===== src/rtl/chain_spi_master.sv =====
// SPI-style master for the scan-chain slave: shifts a word out MSB first
// under nCS, pulses nCS high to latch, and returns the shifted-out word.
module chain_spi_master #(
    parameter int WIDTH   = 16,
    parameter int CLK_DIV = 4
) (
    input  logic             i_clk,
    input  logic             i_resetn,
    input  logic             i_start,
    input  logic [WIDTH-1:0] i_tx_data,
    output logic             o_busy,
    output logic             o_done,
    output logic [WIDTH-1:0] o_rx_data,
    output logic             o_spi_clk,
    output logic             o_spi_dat,
    output logic             o_spi_load,
    input  logic             i_spi_dat
);

    localparam int CNT_W = (CLK_DIV > 1) ? $clog2(CLK_DIV) : 1;
    localparam int BIT_W = $clog2(WIDTH + 1);
    localparam logic [CNT_W-1:0] CNT_MAX  = CNT_W'(CLK_DIV - 1);
    localparam logic [BIT_W-1:0] BIT_LAST = BIT_W'(WIDTH);

    typedef enum logic [2:0] {
        S_IDLE,
        S_SETUP,
        S_HIGH,
        S_LOW,
        S_FINISH
    } state_e;

    state_e           state_q, state_d;
    logic [CNT_W-1:0] cnt_q, cnt_d;
    logic [BIT_W-1:0] bit_q, bit_d;
    logic [WIDTH-1:0] tx_q, tx_d;
    logic [WIDTH-1:0] rx_q, rx_d;
    logic [WIDTH-1:0] rx_data_q, rx_data_d;
    logic             done_q, done_d;
    logic             busy_q, busy_d;
    logic             sclk_q, sclk_d;
    logic             mosi_q, mosi_d;
    logic             load_q, load_d;
    logic             phase_end;

    assign phase_end = (cnt_q == CNT_MAX);

    always_ff @(posedge i_clk or negedge i_resetn) begin
        if (!i_resetn) begin
            state_q   <= S_IDLE;
            cnt_q     <= '0;
            bit_q     <= '0;
            tx_q      <= '0;
            rx_q      <= '0;
            rx_data_q <= '0;
            done_q    <= 1'b0;
            busy_q    <= 1'b0;
            sclk_q    <= 1'b0;
            mosi_q    <= 1'b0;
            load_q    <= 1'b1;
        end else begin
            state_q   <= state_d;
            cnt_q     <= cnt_d;
            bit_q     <= bit_d;
            tx_q      <= tx_d;
            rx_q      <= rx_d;
            rx_data_q <= rx_data_d;
            done_q    <= done_d;
            busy_q    <= busy_d;
            sclk_q    <= sclk_d;
            mosi_q    <= mosi_d;
            load_q    <= load_d;
        end
    end

    // MISO is captured on the edge that raises SCLK, before the slave shifts.
    always_comb begin
        state_d   = state_q;
        cnt_d     = cnt_q;
        bit_d     = bit_q;
        tx_d      = tx_q;
        rx_d      = rx_q;
        rx_data_d = rx_data_q;
        done_d    = 1'b0;
        if (state_q != S_IDLE) begin
            cnt_d = phase_end ? '0 : cnt_q + CNT_W'(1);
        end
        case (state_q)
            S_IDLE: begin
                if (i_start) begin
                    tx_d    = i_tx_data;
                    bit_d   = '0;
                    cnt_d   = '0;
                    state_d = S_SETUP;
                end
            end
            S_SETUP: begin
                if (phase_end) begin
                    state_d = S_HIGH;
                    rx_d    = {rx_q[WIDTH-2:0], i_spi_dat};
                    bit_d   = bit_q + BIT_W'(1);
                end
            end
            S_HIGH: begin
                if (phase_end) begin
                    state_d = S_LOW;
                    if (bit_q != BIT_LAST) begin
                        tx_d = {tx_q[WIDTH-2:0], 1'b0};
                    end
                end
            end
            S_LOW: begin
                if (phase_end) begin
                    if (bit_q == BIT_LAST) begin
                        state_d = S_FINISH;
                    end else begin
                        state_d = S_HIGH;
                        rx_d    = {rx_q[WIDTH-2:0], i_spi_dat};
                        bit_d   = bit_q + BIT_W'(1);
                    end
                end
            end
            S_FINISH: begin
                if (phase_end) begin
                    state_d   = S_IDLE;
                    rx_data_d = rx_q;
                    done_d    = 1'b1;
                    bit_d     = '0;
                end
            end
            default: begin
                state_d = S_IDLE;
            end
        endcase
    end

    // Pins are registered from the next state so they never glitch.
    always_comb begin
        busy_d = (state_d != S_IDLE);
        sclk_d = (state_d == S_HIGH);
        load_d = (state_d == S_IDLE) || (state_d == S_FINISH);
        mosi_d = (state_d == S_IDLE) ? 1'b0 : tx_d[WIDTH-1];
    end

    assign o_busy     = busy_q;
    assign o_done     = done_q;
    assign o_rx_data  = rx_data_q;
    assign o_spi_clk  = sclk_q;
    assign o_spi_dat  = mosi_q;
    assign o_spi_load = load_q;

endmodule

===== config.mk =====
export PLATFORM = sky130hd
export DESIGN_NAME = chain_spi_master
export DESIGN_NICKNAME = d
export VERILOG_FILES = /design/src/rtl/chain_spi_master.sv
export SDC_FILE = /design/constraint.sdc
export NUM_CORES = 1
export LEC_CHECK = 0
export ABC_AREA = 1
export ABC_CLOCK_PERIOD_IN_PS = 1920
export CAP_MARGIN = 15
export CORE_ASPECT_RATIO = 0.75
export CORE_MARGIN = 2
export CORE_UTILIZATION = 53
export CTS_CLUSTER_SIZE = 16
export DETAILED_ROUTE_END_ITERATION = 6
export MAX_ROUTING_LAYER = met4
export PLACE_DENSITY = 0.83
export SLEW_MARGIN = 40
export SYNTH_ARGS = -nofsm -noshare
export SYNTH_HDL_FRONTEND = slang
export SYNTH_SLANG_ARGS = --single-unit

===== constraint.sdc =====
create_clock -name i_clk -period 1.92 [get_ports i_clk]
set_clock_uncertainty 0.15 [all_clocks]
set_input_delay 0.576 -clock i_clk [delete_from_list [all_inputs] [get_ports i_clk]]
set_output_delay 0.576 -clock i_clk [all_outputs]
set_load 0.02 [all_outputs]

==> flow_summary.ini <==
[status]
status = finished, final reports clean

[grt]
grt_pass1_wl_um = 9390
antenna_violations_before_repair = 0
first_global_vias = 2074
gr-total-overflow = 0
grtUsageTotal_pct = 22.6
largest_net_degree_at_the_start_of_global_routing = 30

[power]
p_sw_mw = 0.573
seq_power_share_pct = 49.9
pwr-share-comb_pct = 3.2
power.share.switching_pct = 21.3
p_per_area_mw_per_mm2 = 787
power_frac_clock_pct = 46.9
vdd_drop_max_mv = 0.567
report.power.total_mw = 2.68
cellInternalPower_mw = 2.11
leakagePower_nw = 1.79

[floorplanning]
die_x_um = 86.2
core_area_sq_mm = 0.00490
dieArea_sq_mm = 0.00566
initial_utilization_pct = 54.8
num_io_pins = 41
height_of_the_chip_um = 65.6
placementRows = 22

[final_layout]
multi_input_area_sq_um = 941
utilization_pct = 69.6
finalNetCount = 374
layout-area-overhead-vs-synth_pct = 27.1
fin_cells = 416
n_fill_cell = 372
regArea_sq_mm = 0.00158
drive_above_1_share_pct = 14.3
final_antenna_diode_count = 0

[place]
routability_congestion = 0.869
dp_hpwl_um = 3740
port_buffers = 40
placed_cells_incl_taps = 398
preCtsSetupSlack_ns = -0.0625

[cts]
cts_tree = yes
clock_tree_root = sky130_fd_sc_hd__clkbuf_8
cts.reportedPaths.clkPinSlew_ns = 0.07
cts.path.max_buffers = 2
htreeDepth = 3
postCtsHoldBufs = 0
clk-insertion-delay-late_ns = 0.34
tritoncts_num_sinks = 63
cts_inserted_buffers = 9

[min_path]
worst_hold_path_type = input pin to async pin

[setup_path]
cp.required_ns = 1.19
cp_slowest_cell = sky130_fd_sc_hd__dfrtp_1
critical_path.cell_chain = dlygate4sd2_1
path_delay_family = flip-flops
timing.critical_path.slowest_cell_delay_ns = 0.39
worst-setup-path-type = register to primary output
worst-path-max-fanout = 2
arrival_worst_endpoint_ns = 1.06
end_kind = primary output
critPathBufInv = 1
startpoint_type = register

[drt]
firstDrtPassIters = 4
detailroute.via_count = 2157
drt_first_iter_violations = 149
wl_met2_um = 2520
met3_wirelength_um = 279
post_drt_wl_per_cell_um = 13.2
viasPerCell = 5.19
maxUsedRoutingLayer = met4
drt-met1-wl_um = 2610
drc = 0
wirelength_routed_um = 5490
ant_nets = 0

[synth]
synth_cell_type_count = 25
post-synth-top-area-fraction_pct = 57.8
synth_async_sr_flop_share_pct = 100
synth-warning-count = 0
postSynthRegisterBits = 63
synth_cells = 300
syn-num-nets = 323
cell_type_with_the_largest_total_area_after_synthesis = sky130_fd_sc_hd__dfrtp_1
synth_commonest_cells = 98 x sky130_fd_sc_hd__nand2_1, 62 x sky130_fd_sc_hd__dfrtp_1, 32 x sky130_fd_sc_hd__o21ai_1
yosys_most_used_dff = sky130_fd_sc_hd__dfrtp_1
syn_area_per_cell_sq_um = 8.95
ys_seq_area_share_pct = 58.8
most_area_consuming_cells_after_synthesis = sky130_fd_sc_hd__dfrtp_1 58%, sky130_fd_sc_hd__nand2_1 14%, sky130_fd_sc_hd__o21ai_1 6.0%
post-synth-top-count-cell = sky130_fd_sc_hd__nand2_1
synth-edff-count = 0
combined_area_of_all_synthesized_cells_sq_mm = 0.00269

[timing]
final_period_minus_worst_setup_slack_ns = 1.78
timing.final.ws_setup_ns = 0.137
final_setup_violation_count = 0
timing.max_slew.rel_slack_pct = 58.8
timing.final.max_slew_violations = 0
hold_viol_final = 0
clock.fmax_ghz = 0.561
finalHoldWorstSlack_ns = 0.0355
grt_setup_unrepaired = false
period_share_pct = 92.8
tightest_slew_ns = 0.618

[job]
maxCapViolations = 0
-- worst paths after layout --
path,end,depth (start not counted),from,slack (ns)
min in group i_clk,o_rx_data[15],2,o_rx_data[15],0.32
max in group asynchronous,o_rx_data[11],2,i_resetn,1.08
max,o_rx_data[14],1,o_rx_data[14],0.14
max reg2reg,rx_q[13],11,bit_q[1],0.16
min reg2reg,o_rx_data[15],2,o_rx_data[15],0.32
min,bit_q[2],1,i_resetn,0.04
-- layer usage --
metal | global-route usage [%] | vias to the layer above
met5 | - | -
met4 | 6.05 | 0
met3 | 8.92 | 8
met2 | 32.8 | 48
met1 | 29.8 | 1036
li1 | - | 1065
-- flip-flops by register name, summed over array words and instances, names as in the netlist --
| register | flops |
|---|---|
| o_busy | 1 |
| rx_q | 16 |
| tx_q | 16 |
| o_done | 1 |
| o_spi_load | 1 |
| state_q | 3 |
| o_rx_data | 16 |
| o_spi_dat | 1 |
| o_spi_clk | 1 |
| bit_q | 5 |
| cnt_q | 2 |
-- kinds of logic after synthesis --
kind of cell	Yosys count	synth area share [%]
and+or+nand+nor	137	21.2
DFF	63	58.8
AOI/OAI and AO/OA	53	11.8
buffers and inverters	43	6.57
adders and majority gates	3	1.40
xor gates and xnor gates	1	0.326
-- cells in the final DEF, fill, tap and decap left out, types with 2 or more instances in the layout --
cell type	n
sky130_fd_sc_hd__nor2_2	7
sky130_fd_sc_hd__o21ai_1	32
sky130_fd_sc_hd__dfrtp_1	62
sky130_fd_sc_hd__ha_1	3
sky130_fd_sc_hd__inv_2	8
sky130_fd_sc_hd__nand2_2	4
sky130_fd_sc_hd__nand3_1	13
sky130_fd_sc_hd__buf_12	3
sky130_fd_sc_hd__buf_4	6
sky130_fd_sc_hd__o21ai_0	2
sky130_fd_sc_hd__clkinvlp_4	3
sky130_fd_sc_hd__dlygate4sd2_1	20
sky130_fd_sc_hd__clkbuf_8	9
sky130_fd_sc_hd__nor2_1	12
sky130_fd_sc_hd__a22oi_1	14
sky130_fd_sc_hd__inv_1	26
sky130_fd_sc_hd__bufinv_16	2
sky130_fd_sc_hd__clkdlybuf4s50_1	18
sky130_fd_sc_hd__nand2_1	98
-- final cells by class --
cell class,instances,area share (%)
Tap cell,60,2.20
Multi-Input combinational cell,194,27.6
Clock buffer,9,3.63
Inverter,34,3.74
Clock inverter,7,2.82
Sequential cell,63,46.2
Timing Repair Buffer,49,13.8
-- power by group through the flow --
| stage | sequential [mW] | clock [mW] | combinational (mW) |
|---|---|---|---|
| finish | 1.34 | 1.26 | 0.0862 |
| detailed placement | 1.36 | 0 | 0.0876 |
| floorplan | 1.36 | 0 | 0.0100 |
| global placement | 1.36 | 0 | 0.0873 |
| global route | 1.34 | 1.36 | 0.0971 |
| CTS | 1.34 | 1.29 | 0.0890 |
-- metrics by stage --
step | setup TNS [ns] | cell area, sq um
after floorplan | 0 | 2690
after detailed placement | -0.555 | 3200
after global placement | 0 | 3200
after global routing | 0 | 3410
final | 0 | 3410
after CTS | 0 | 3390
-- timing repair --
item | CTS | global route
gates resized for setup | 22 | 3
pin swaps | 0 | 1
setup endpoints to repair | 21 | 23
setup buffers | 0 | 2
Note: power is estimated with default switching activity, not from simulation.
